**config.mk**
```make
export PLATFORM = sky130hd
export DESIGN_NAME = ysyx_23060111_ifu_hs
export DESIGN_NICKNAME = d
export VERILOG_FILES = /design/src/rtl/ysyx_23060111_ifu_hs.sv
export SDC_FILE = /design/constraint.sdc
export NUM_CORES = 1
export LEC_CHECK = 0
export BUFFER_PORTS_ARGS = -buffer_cell sky130_fd_sc_hd__buf_2
export CAP_MARGIN = 20
export CORE_MARGIN = 10
export CORE_UTILIZATION = 46
export CTS_CLUSTER_DIAMETER = 100
export DETAILED_ROUTE_END_ITERATION = 8
export PLACE_DENSITY = 0.92
export SLEW_MARGIN = 15
export SYNTH_ARGS = -nofsm -noshare
export SYNTH_HDL_FRONTEND = slang
export SYNTH_SLANG_ARGS = --single-unit
```
**constraint.sdc**
```tcl
create_clock -name clk -period 3.7 [get_ports clk]
set_clock_uncertainty 0.1 [all_clocks]
set_input_delay 0.37 -clock clk [delete_from_list [all_inputs] [get_ports clk]]
set_output_delay 0.37 -clock clk [all_outputs]
set_load 0.01 [all_outputs]
```
**src/rtl/ysyx_23060111_ifu_hs.sv**
```systemverilog
// Multi-cycle instruction fetch unit: owns the PC, fetches one word per
// instruction over a valid/ready read channel and hands it to the IDU.
module ysyx_23060111_ifu_hs #(
  parameter int                ADDR_W   = 32,
  parameter logic [ADDR_W-1:0] RESET_PC = 32'h8000_0000
) (
  input  logic              clk,
  input  logic              rst,
  output logic [ADDR_W-1:0] pc,
  output logic              mem_arvalid,
  output logic [ADDR_W-1:0] mem_araddr,
  input  logic              mem_arready,
  input  logic              mem_rvalid,
  input  logic [31:0]       mem_rdata,
  input  logic [1:0]        mem_rresp,
  output logic              mem_rready,
  output logic              inst_valid,
  output logic [31:0]       inst,
  input  logic              inst_ready,
  input  logic              npc_valid,
  input  logic [ADDR_W-1:0] npc,
  output logic              fetch_err,
  output logic [1:0]        err_cause
);

  localparam logic [2:0] S_IDLE = 3'd0;
  localparam logic [2:0] S_AR   = 3'd1;
  localparam logic [2:0] S_R    = 3'd2;
  localparam logic [2:0] S_OUT  = 3'd3;
  localparam logic [2:0] S_WNPC = 3'd4;
  localparam logic [2:0] S_ERR  = 3'd5;

  localparam logic [1:0] CAUSE_BUS   = 2'b01;
  localparam logic [1:0] CAUSE_ALIGN = 2'b10;

  logic [2:0]        state_reg, state_next;
  logic [ADDR_W-1:0] pc_reg, pc_next;
  logic [31:0]       inst_reg, inst_next;
  logic              err_reg, err_next;
  logic [1:0]        cause_reg, cause_next;

  always_comb begin
    state_next = state_reg;
    pc_next    = pc_reg;
    inst_next  = inst_reg;
    err_next   = err_reg;
    cause_next = cause_reg;
    case (state_reg)
      S_IDLE: state_next = S_AR;
      S_AR: begin
        if (mem_arready) state_next = S_R;
      end
      S_R: begin
        if (mem_rvalid) begin
          if (mem_rresp == 2'b00) begin
            inst_next  = mem_rdata;
            state_next = S_OUT;
          end else begin
            err_next   = 1'b1;
            cause_next = CAUSE_BUS;
            state_next = S_ERR;
          end
        end
      end
      S_OUT: begin
        if (inst_ready) state_next = S_WNPC;
      end
      S_WNPC: begin
        if (npc_valid) begin
          if (npc[1:0] == 2'b00) begin
            pc_next    = npc;
            state_next = S_AR;
          end else begin
            err_next   = 1'b1;
            cause_next = CAUSE_ALIGN;
            state_next = S_ERR;
          end
        end
      end
      S_ERR:   state_next = S_ERR;
      default: state_next = S_IDLE;
    endcase
    // Only the first fault is ever recorded.
    if (err_reg) begin
      err_next   = err_reg;
      cause_next = cause_reg;
    end
  end

  always_ff @(posedge clk) begin
    if (rst) begin
      state_reg <= S_IDLE;
      pc_reg    <= RESET_PC;
      inst_reg  <= 32'h0;
      err_reg   <= 1'b0;
      cause_reg <= 2'b00;
    end else begin
      state_reg <= state_next;
      pc_reg    <= pc_next;
      inst_reg  <= inst_next;
      err_reg   <= err_next;
      cause_reg <= cause_next;
    end
  end

  assign pc          = pc_reg;
  assign mem_araddr  = pc_reg;
  assign mem_arvalid = (state_reg == S_AR);
  assign mem_rready  = (state_reg == S_R);
  assign inst_valid  = (state_reg == S_OUT);
  assign inst        = inst_reg;
  assign fetch_err   = err_reg;
  assign err_cause   = cause_reg;

endmodule

```
**Word level (Yosys, flattened, before mapping)**

Index checks and enable logic that the tools add are counted.

- Flip-flop bits (word level): 70
- Input bits: 72
- Output and inout bits: 102
- Logic and storage cells: 43

- Equal/unequal tests: 11
- Multiplexer cells: 18
- Bitwise gates (word level): 1
- Reduce and logical (&&, ||, !) cells: 8

Operator list:

| cell | count |
|---|---|
| 3-bit 2-to-1 mux | 6 |
| 3-bit one-hot mux with 6 select lines | 1 |
| 2-bit 2-to-1 mux | 4 |
| 2-bit != test (second input constant) | 4 |
| 3-bit by 2-bit equality test with 1-bit output (second input constant) | 2 |
| 3-bit equality test (second input constant) | 2 |
| 3-bit AND reduction | 2 |
| 6-bit AND reduction | 1 |
| 1-bit 2-to-1 mux | 5 |
| 2-bit logical NOT | 2 |
| 2-bit by 1-bit != test with 1-bit output (second input constant) | 2 |
| 2-bit one-hot mux with 2 select lines | 1 |
| 4-bit AND reduction | 1 |
| 3-bit by 1-bit equality test with 1-bit output (second input constant) | 1 |
| 3-bit logical NOT | 1 |
| 1-bit one-hot mux with 2 select lines | 1 |
| 2-bit nonzero test | 1 |
| 1-bit inverter | 1 |

**Depth between registers and ports, before layout**

Gate-level depths: netlist (run 1).

- Depth in word-level cells: 5
- Gate-level depth with buffers: 7
- Depth with buffers taken out: 4

**Least setup slack after synthesis (run 1)**

Ideal clock, no wire load.

- Kind: register to register
- Start point: reg state_reg[1]
- End point: reg cause_reg[0] (netlist: err_cause[0])
- Setup time: 116 ps
- Arrival time: 1482 ps
- Data required time: 3484 ps
- Path slack: 2001 ps
- Stages on the path, launching flop included: 5
- Path buffers: 1
- Period minus slack after synthesis: 1699 ps
- Path through: dfxtp_1 buf_2 or3b_4 or4_4 o211a_1

- Cells in the longest elaborated chain, start to end: 3
- Elaborated cells on any way between the ends: 9
- Classes of those cells: eq/ne (6); mux (1); reduce/logical (2)

Ends and longest elaborated chain:

| element | RTL line | source |
|---|---|---|
| start: declaration | 36 | `logic [2:0] state_reg, state_next;` |
| start signal: assignment | 98 | `state_reg <= state_next;` |
| 3-bit equality test or 3-bit by 2-bit equality test with 1-bit output (tied branches) | 48 | `case (state_reg)` |
| 2-bit != test (no source line) or 2-bit nonzero test (tied branches) | - |  |
| 6-bit AND reduction (no source line) | - |  |
| end signal: assignment | 102 | `cause_reg <= cause_next;` |
| end: declaration | 40 | `logic [1:0] cause_reg, cause_next;` |

Several ways; a longest one is shown, not always the timed one.
A chain may end at the register's enable or synchronous reset.

**Worst setup path in the final report (run 1)**

- Start point: reg state_reg[0]
- End point: reg pc_reg[2] (netlist: mem_araddr[2])

- Cells in the longest elaborated chain, start to end: 2

Ends and longest elaborated chain:

| element | RTL line | source |
|---|---|---|
| 3-bit equality test | 48 |  |
| 3-bit AND reduction (no source line) | - |  |
| end signal: assignment | 99 | `pc_reg <= pc_next;` |
| end: declaration | 37 | `logic [ADDR_W-1:0] pc_reg, pc_next;` |

Every way passes these cells.

==> results of run 1 <==
## worst paths after layout
path / slack (ns) / from / end
max: 1.50 / state_reg[0] / mem_araddr[2]
min: 0.16 / npc[31] / mem_araddr[31]
min reg2reg: 0.35 / inst[10] / inst[10]
max reg2reg: 1.50 / state_reg[0] / mem_araddr[2]
## placed cells by master (no fill, tap or decap), drive strengths merged, types with 2 or more instances in the layout
master  instances
nor2b           3
clkinv          3
clkbuf         13
buf           176
nand2b          2
nor2            5
dfxtp          70
a21oi          66
o32ai           3
nor3b           4
nand3           2
nor3            2
nand2         124
and3            2
## power by group through the flow
stage | clock network (mW) | logic (mW) | registers (mW)
detailed placement | 0 | 0.124 | 0.798
global route | 0.594 | 0.137 | 0.783
floorplan | 0 | 0.0659 | 0.794
CTS | 0.559 | 0.125 | 0.780
finish | 0.537 | 0.125 | 0.781
global placement | 0 | 0.119 | 0.796
## kinds of logic (layout without fill, tap and decap cells)
logic type             after synthesis  in the layout  share of synthesized area
AND/OR/NAND/NOR                    150            150                      0.226
flip-flops                          70             70                      0.500
buffers and inverters               57            193                      0.122
AO/OA/AOI/OAI                       76             76                      0.151
## final cells by class
cell class                      instances  area, µm²  share of cell area
Clock buffer                           13        159              0.0435
Tap cell                               75       93.8              0.0257
Sequential cell                        70       1400               0.384
Inverter                                1       3.75             0.00103
Multi-Input combinational cell        226       1060               0.290
Clock inverter                          3       18.8             0.00514
Timing Repair Buffer                  176        916               0.251
## worst max-delay path: stages (launching register included)
cell and delay (ns):
dfxtp_1 0.45, nor3b_1 0.28, nand3_1 0.80, nand2_1 0.34, a21oi_1 0.10
## per-layer routing
| layer | up-vias | share of wire | track usage |
|---|---|---|---|
| li1 | 1383 | - | - |
| met1 | 1240 | 0.40 | 0.174 |
| met2 | 134 | 0.48 | 0.273 |
| met3 | 6 | 0.11 | 0.0796 |
| met4 | 0 | 0.011 | 0.0761 |
| met5 | - | 0 | 0 |
## stage by stage
stage	power [mW]	setup slack, ns	cell area [µm²]
3_5_place_dp	0.922	1.46	3460
3_3_place_gp	0.915	1.47	3420
5_1_grt	1.51	1.29	3650
4_1_cts	1.46	1.46	3630
2_1_floorplan	0.860	2.00	2800
6_report	1.44	1.50	3650
==> impl_results.md, run 1 <==
* Vias in the first global route at 2724
* Final std cells w/o fill at 564
* CTS buffer count at 9
* Final setup viols at 0
* Diode count at 0
* Slew @ Worst Pin at 1.09 ns
* # clock sinks at 70
* Die width at 98.0 µm
* Worst EP arrival at 2.29 ns
* Final Hold Fails at 0
* IO Port Bufs at 173
* Cts repair resizes at 0
* FP Rows at 28
* Post-synth top area cell: dfxtp_1
* Yosys top cell area share at 0.500
* TritonCTS clock tree: done
* Share of layout cells above drive strength 1 at 0.401
* Relative slew slack at 0.272
* Clock Pin Slew Worst Setup and Hold Paths at 0.07 ns
* Post-synth EDFFs at 0
* Most common cell in the synthesized netlist: nand2_1
* Max-cap violations at 0
* Die height at 98.0 µm
* Cell Int Power at 1.11 mW
* Area grow syn2layout at 30.3%
* Clock Latency Late Sink at 0.32 ns
* Largest net degree at the start of global routing at 41
* Residual DRC count at 0
* Total Routing Usage GR at 0.165
* CTS HTree Levels at 3
* PwrDens at 395 nW/µm²
* Top cells by count, synth: nand2_1 (124), dfxtp_1 (70), a21oi_1 (65), buf_4 (32), clkbuf_1 (17)
* Synth Flop Type: dfxtp_1
* Cell Area, Synth at 2800 µm²
* Fillers at 547
* Total core area at 5920 µm²
* Die area at 9610 µm²
* Unique masters post-synth at 30
* Unrepaired setup endpoints after global routing: false
* Placed instance count at 547
* Hold Path Stages at 3
* Initial antenna violation count at 0
* Seq pwr share at 0.541
* Switching Power at 0.337 mW
* Status: completed
* Worst Setup Start Kind: register
* Combinational fraction of design power at 0.087
* # nets final at 556
* Setup TNS at 0 ns
* Worst reg-to-reg path cell count at 4
* First-pass detailed-route iteration total at 4
* Final HPWL DP at 6.63 mm
* Avg Cell Area, Syn at 7.94 µm²
* Routed WL at 8.53 mm
* Setup CP Type: reg2reg
* Clock root cell: clkbuf_8
* Lkg Pwr at 1.75 nW
* Fmax at 454 MHz
* First-pass GRT wire length at 13.3 mm
* Clock buffer depth at 2
* Grt ovf at 0
* Crit share post-route at 0.595
* Avg WL per Cell at 15.1 µm
* Post-CTS setup buffer count at 0
* Syn nets at 425
* Post-synthesis sequential area ratio at 0.500
* IO Count at 174
* Final ANT Viol Nets at 0
* Via Count at 2763
* Crit end category: register
* Mapped Cells at 353
* Min Tclk post-route at 2.20 ns
* Hold WC Path Type: in2reg
* DR vias/cell at 4.90
* Switching Fraction at 0.233
* Top post-synthesis cells by area: dfxtp_1 (50%), nand2_1 (17%), a21oi_1 (12%)
* Worst VDD drop at 0.252 mV
* WP data required at 3.79 ns
* Finished Core Util at 0.617
* GP Congestion at 0.792
* Yosys reg bits at 70
* Crit-path max FO at 30
* Warnings, synthesis at 0
* Quantity of hold-fixing buffers added after cts at 0
* Clock Power Share at 0.372
* Ys async rst share at 0
* Starting Density at 0.473
* Max Slew Vio Count at 0
* Fin Hold WS at 0.156 ns
* First DRT Iteration DRCs at 144
No activity file was read; power rests on OpenSTA's default activity.
==> run 2: changes to the inputs <==
--- a/config.mk
+++ b/config.mk
@@ -5,13 +5,14 @@
 export SDC_FILE = /design/constraint.sdc
 export NUM_CORES = 1
 export LEC_CHECK = 0
+export ABC_AREA = 1
 export BUFFER_PORTS_ARGS = -buffer_cell sky130_fd_sc_hd__buf_2
 export CAP_MARGIN = 20
 export CORE_MARGIN = 10
-export CORE_UTILIZATION = 46
+export CORE_UTILIZATION = 43
 export CTS_CLUSTER_DIAMETER = 100
 export DETAILED_ROUTE_END_ITERATION = 8
-export PLACE_DENSITY = 0.92
+export PLACE_DENSITY = 0.87
 export SLEW_MARGIN = 15
 export SYNTH_ARGS = -nofsm -noshare
 export SYNTH_HDL_FRONTEND = slang
==> constraint.sdc (replaced) <==
create_clock -name clk -period 2.1 [get_ports clk]
set_clock_uncertainty 0.1 [all_clocks]
set_input_delay 0.21 -clock clk [delete_from_list [all_inputs] [get_ports clk]]
set_output_delay 0.21 -clock clk [all_outputs]
set_load 0.01 [all_outputs]
==> run 2 against run 1 <==
  * Synthesized cell count is 6.5% higher
  * Critical path depth is 2 higher
  * Critical path type unchanged
  * Cell count increased by 12%
  * Sequential power is 93% higher
  * Synthesized area rose by 1.2%
  * Combinational power increased to 5.6 times the previous value
  * Global-route usage rose by 0.20 points
  * Worst hold slack got worse by 0.14 ns
  * Utilization rose by 1.7 points
==> impl_results.md, run 2 <==
* Largest net degree at the start of global routing at 39 (was 41)
* Cts repair resizes at 0 (unchanged)
* Status: completed (unchanged)
* Cell family with the largest share of critical-path delay: buffers and inverters (was simple AND/OR/NAND/NOR gates)
* Relative slew slack at 0.422 (was 0.272)
* GP Congestion at 0.839 (was 0.792)
* Unique masters post-synth at 17 (was 30)
* Die height at 101 µm (was 98.0 µm)
* Worst VDD drop at 0.613 mV (was 0.252 mV)
* Slew @ Worst Pin at 0.867 ns (was 1.09 ns)
* Total core area at 6390 µm² (was 5920 µm²)
* IO Count at 174 (unchanged)
* Final ANT Viol Nets at 0 (unchanged)
* Top cells by count, synth: nor2_1 (137), dfxtp_1 (70), o21ai_0 (47), buf_4 (34), nand2_1 (21) (was nand2_1 (124), dfxtp_1 (70), a21oi_1 (65), buf_4 (32), clkbuf_1 (17))
* Lkg Pwr at 2.28 nW (was 1.75 nW)
* Starting Density at 0.444 (was 0.473)
* Setup TNS at 0 ns (unchanged)
* Tot Pwr at 3.36 mW (was 1.44 mW)
* WP data required at 2.26 ns (was 3.79 ns)
* TritonCTS clock tree: done (unchanged)
* Final HPWL DP at 6.37 mm (was 6.63 mm)
* Via Count at 2940 (was 2763)
* Area grow syn2layout at 42.7% (was 30.3%)
* Clock Latency Late Sink at 0.32 ns (about the same)
* Avg WL per Cell at 14.6 µm (was 15.1 µm)
* Worst EP arrival at 1.92 ns (was 2.29 ns)
* Unrepaired setup endpoints after global routing: false (unchanged)
* Cell Area, Synth at 2830 µm² (was 2800 µm²)
* Min Tclk post-route at 1.76 ns (was 2.20 ns)
* Final WS setup at 0.338 ns (was 1.50 ns)
* Final std cells w/o fill at 631 (was 564)
* DR vias/cell at 4.66 (was 4.90)
* Most common cell after layout, fill and taps aside: buf_2 (unchanged)
* Placed instance count at 579 (was 547)
* Share of layout cells above drive strength 1 at 0.357 (was 0.401)
* Residual DRC count at 0 (unchanged)
* PwrDens at 830 nW/µm² (was 395 nW/µm²)
* Ys async rst share at 0 (unchanged)
* Crit path cell chain: nor2_1, nand3_1, nor2_2, inv_1, nor2_1, nor2_1 (was nor3b_1, nand3_1, nand2_1, a21oi_1)
* Crit end category: register (unchanged)
* Yosys top cell area share at 0.494 (was 0.500)
* Initial antenna violation count at 0 (unchanged)
* Crit-path max FO at 30 (unchanged)
* Top post-synthesis cells by area: dfxtp_1 (49%), nor2_1 (18%), buf_4 (9.0%) (was dfxtp_1 (50%), nand2_1 (17%), a21oi_1 (12%))
* Crit path top cell by count: nor2_1
* # nets final at 621 (was 556)
* Most frequent cells in the layout: buf_2 (173), nor2_1 (137), dfxtp_1 (70) (was buf_2 (173), nand2_1 (124), dfxtp_1 (70))
* Synth Flop Type: dfxtp_1 (unchanged)
* Diode count at 0 (unchanged)
* Vias in the first global route at 2916 (was 2724)
* Post-synthesis sequential area ratio at 0.494 (was 0.500)
* Post-synth top area cell: dfxtp_1 (unchanged)
* Mapped Cells at 376 (was 353)
* Crit share post-route at 0.839 (was 0.595)
* # clock sinks at 70 (unchanged)
* Setup CP Type: reg2reg (unchanged)
* Total Routing Usage GR at 0.167 (was 0.165)
* Max-cap violations at 0 (unchanged)
* First-pass GRT wire length at 14.0 mm (was 13.3 mm)
* CTS HTree Levels at 3 (unchanged)
* Post-CTS setup buffer count at 0 (unchanged)
* Fin Hold WS at 0.0164 ns (was 0.156 ns)
* Max Slew Vio Count at 0 (unchanged)
* Grt ovf at 0 (unchanged)
* Die width at 101 µm (was 98.0 µm)
* Most common cell in the synthesized netlist: nor2_1 (was nand2_1)
* Warnings, synthesis at 0 (unchanged)
* Final Hold Fails at 0 (unchanged)
* Slowest library cell on the worst path: inv_1 (was nand3_1)
* Finished Core Util at 0.633 (was 0.617)
* Design Area, Final at 4040 µm² (was 3650 µm²)
* Yosys reg bits at 70 (unchanged)
* Max stage delay on crit path at 0.62 ns (was 0.80 ns)
* IO Port Bufs at 173 (unchanged)
* Worst Setup Start Kind: register (unchanged)
* Place WS at 0.318 ns (was 1.46 ns)
* Avg Cell Area, Syn at 7.54 µm² (was 7.94 µm²)
* Quantity of hold-fixing buffers added after cts at 36 (was 0)
* Post-synth EDFFs at 0 (unchanged)
* FP Rows at 29 (was 28)
* First-pass detailed-route iteration total at 4 (unchanged)
* First DRT Iteration DRCs at 129 (was 144)
* Count of buffer and inverter cells on the critical path at 1 (was 0)
* Die area at 10200 µm² (was 9610 µm²)
* Hold WC Path Type: in2reg (unchanged)
* Final setup viols at 0 (unchanged)
* Syn nets at 448 (was 425)
* Clock root cell: clkbuf_8 (unchanged)
* Routed WL at 9.20 mm (was 8.53 mm)
* Clock Pin Slew Worst Setup and Hold Paths at 0.07 ns (about the same)
* Fillers at 553 (was 547)
* Clock buffer depth at 2 (unchanged)
* Fmax at 568 MHz (was 454 MHz)
* Dpl cell area at 3470 µm² (was 3460 µm²)
* CTS buffer count at 9 (unchanged)
## run 2: worst paths after layout
kind                      start              to  slack (ns)  cells after the start
setup / recovery   state_reg[1]  mem_araddr[19]        0.34                      6
hold / removal          npc[23]  mem_araddr[23]        0.02                      3
setup reg to reg   state_reg[1]  mem_araddr[19]        0.34                      6
hold reg to reg   mem_araddr[1]   mem_araddr[1]        0.37                      2
## run 2: area by class of cell
| type | count | area (µm²) | area share |
|---|---|---|---|
| Clock inverter | 6 | 86.3 | 0.0213 |
| Timing Repair Buffer | 213 | 1260 | 0.311 |
| Sequential cell | 70 | 1400 | 0.347 |
| Tap cell | 77 | 96.3 | 0.0238 |
| Inverter | 15 | 56.3 | 0.0139 |
| Clock buffer | 10 | 128 | 0.0316 |
| Multi-Input combinational cell | 240 | 1020 | 0.252 |
## run 2: worst reg2reg max path: stages (launching register included)
cell     delay, ns
dfxtp_1       0.45
nor2_1        0.12
nand3_1       0.11
nor2_2        0.05
inv_1         0.62
nor2_1        0.12
nor2_1        0.13
## run 2: where the power goes
part | internal (mW) | leakage, nW | switching [mW]
logic | 0.297 | 1.61 | 0.404
clock network | 0.667 | 0.106 | 0.484
registers | 1.42 | 0.565 | 0.0817
## run 2: layer usage
layer	track usage	wire, µm	vias to the layer above
li1	-	-	1496
met1	0.174	3390	1301
met2	0.278	4440	137
met3	0.0953	1320	6
met4	0.0557	56	0
met5	0	0	-
## run 2: kinds of logic after synthesis
family	count (synthesis)	synth area share
and+or+nand+nor	173	0.242
buffers and inverters	66	0.146
AOI/OAI and AO/OA	67	0.118
DFF	70	0.494
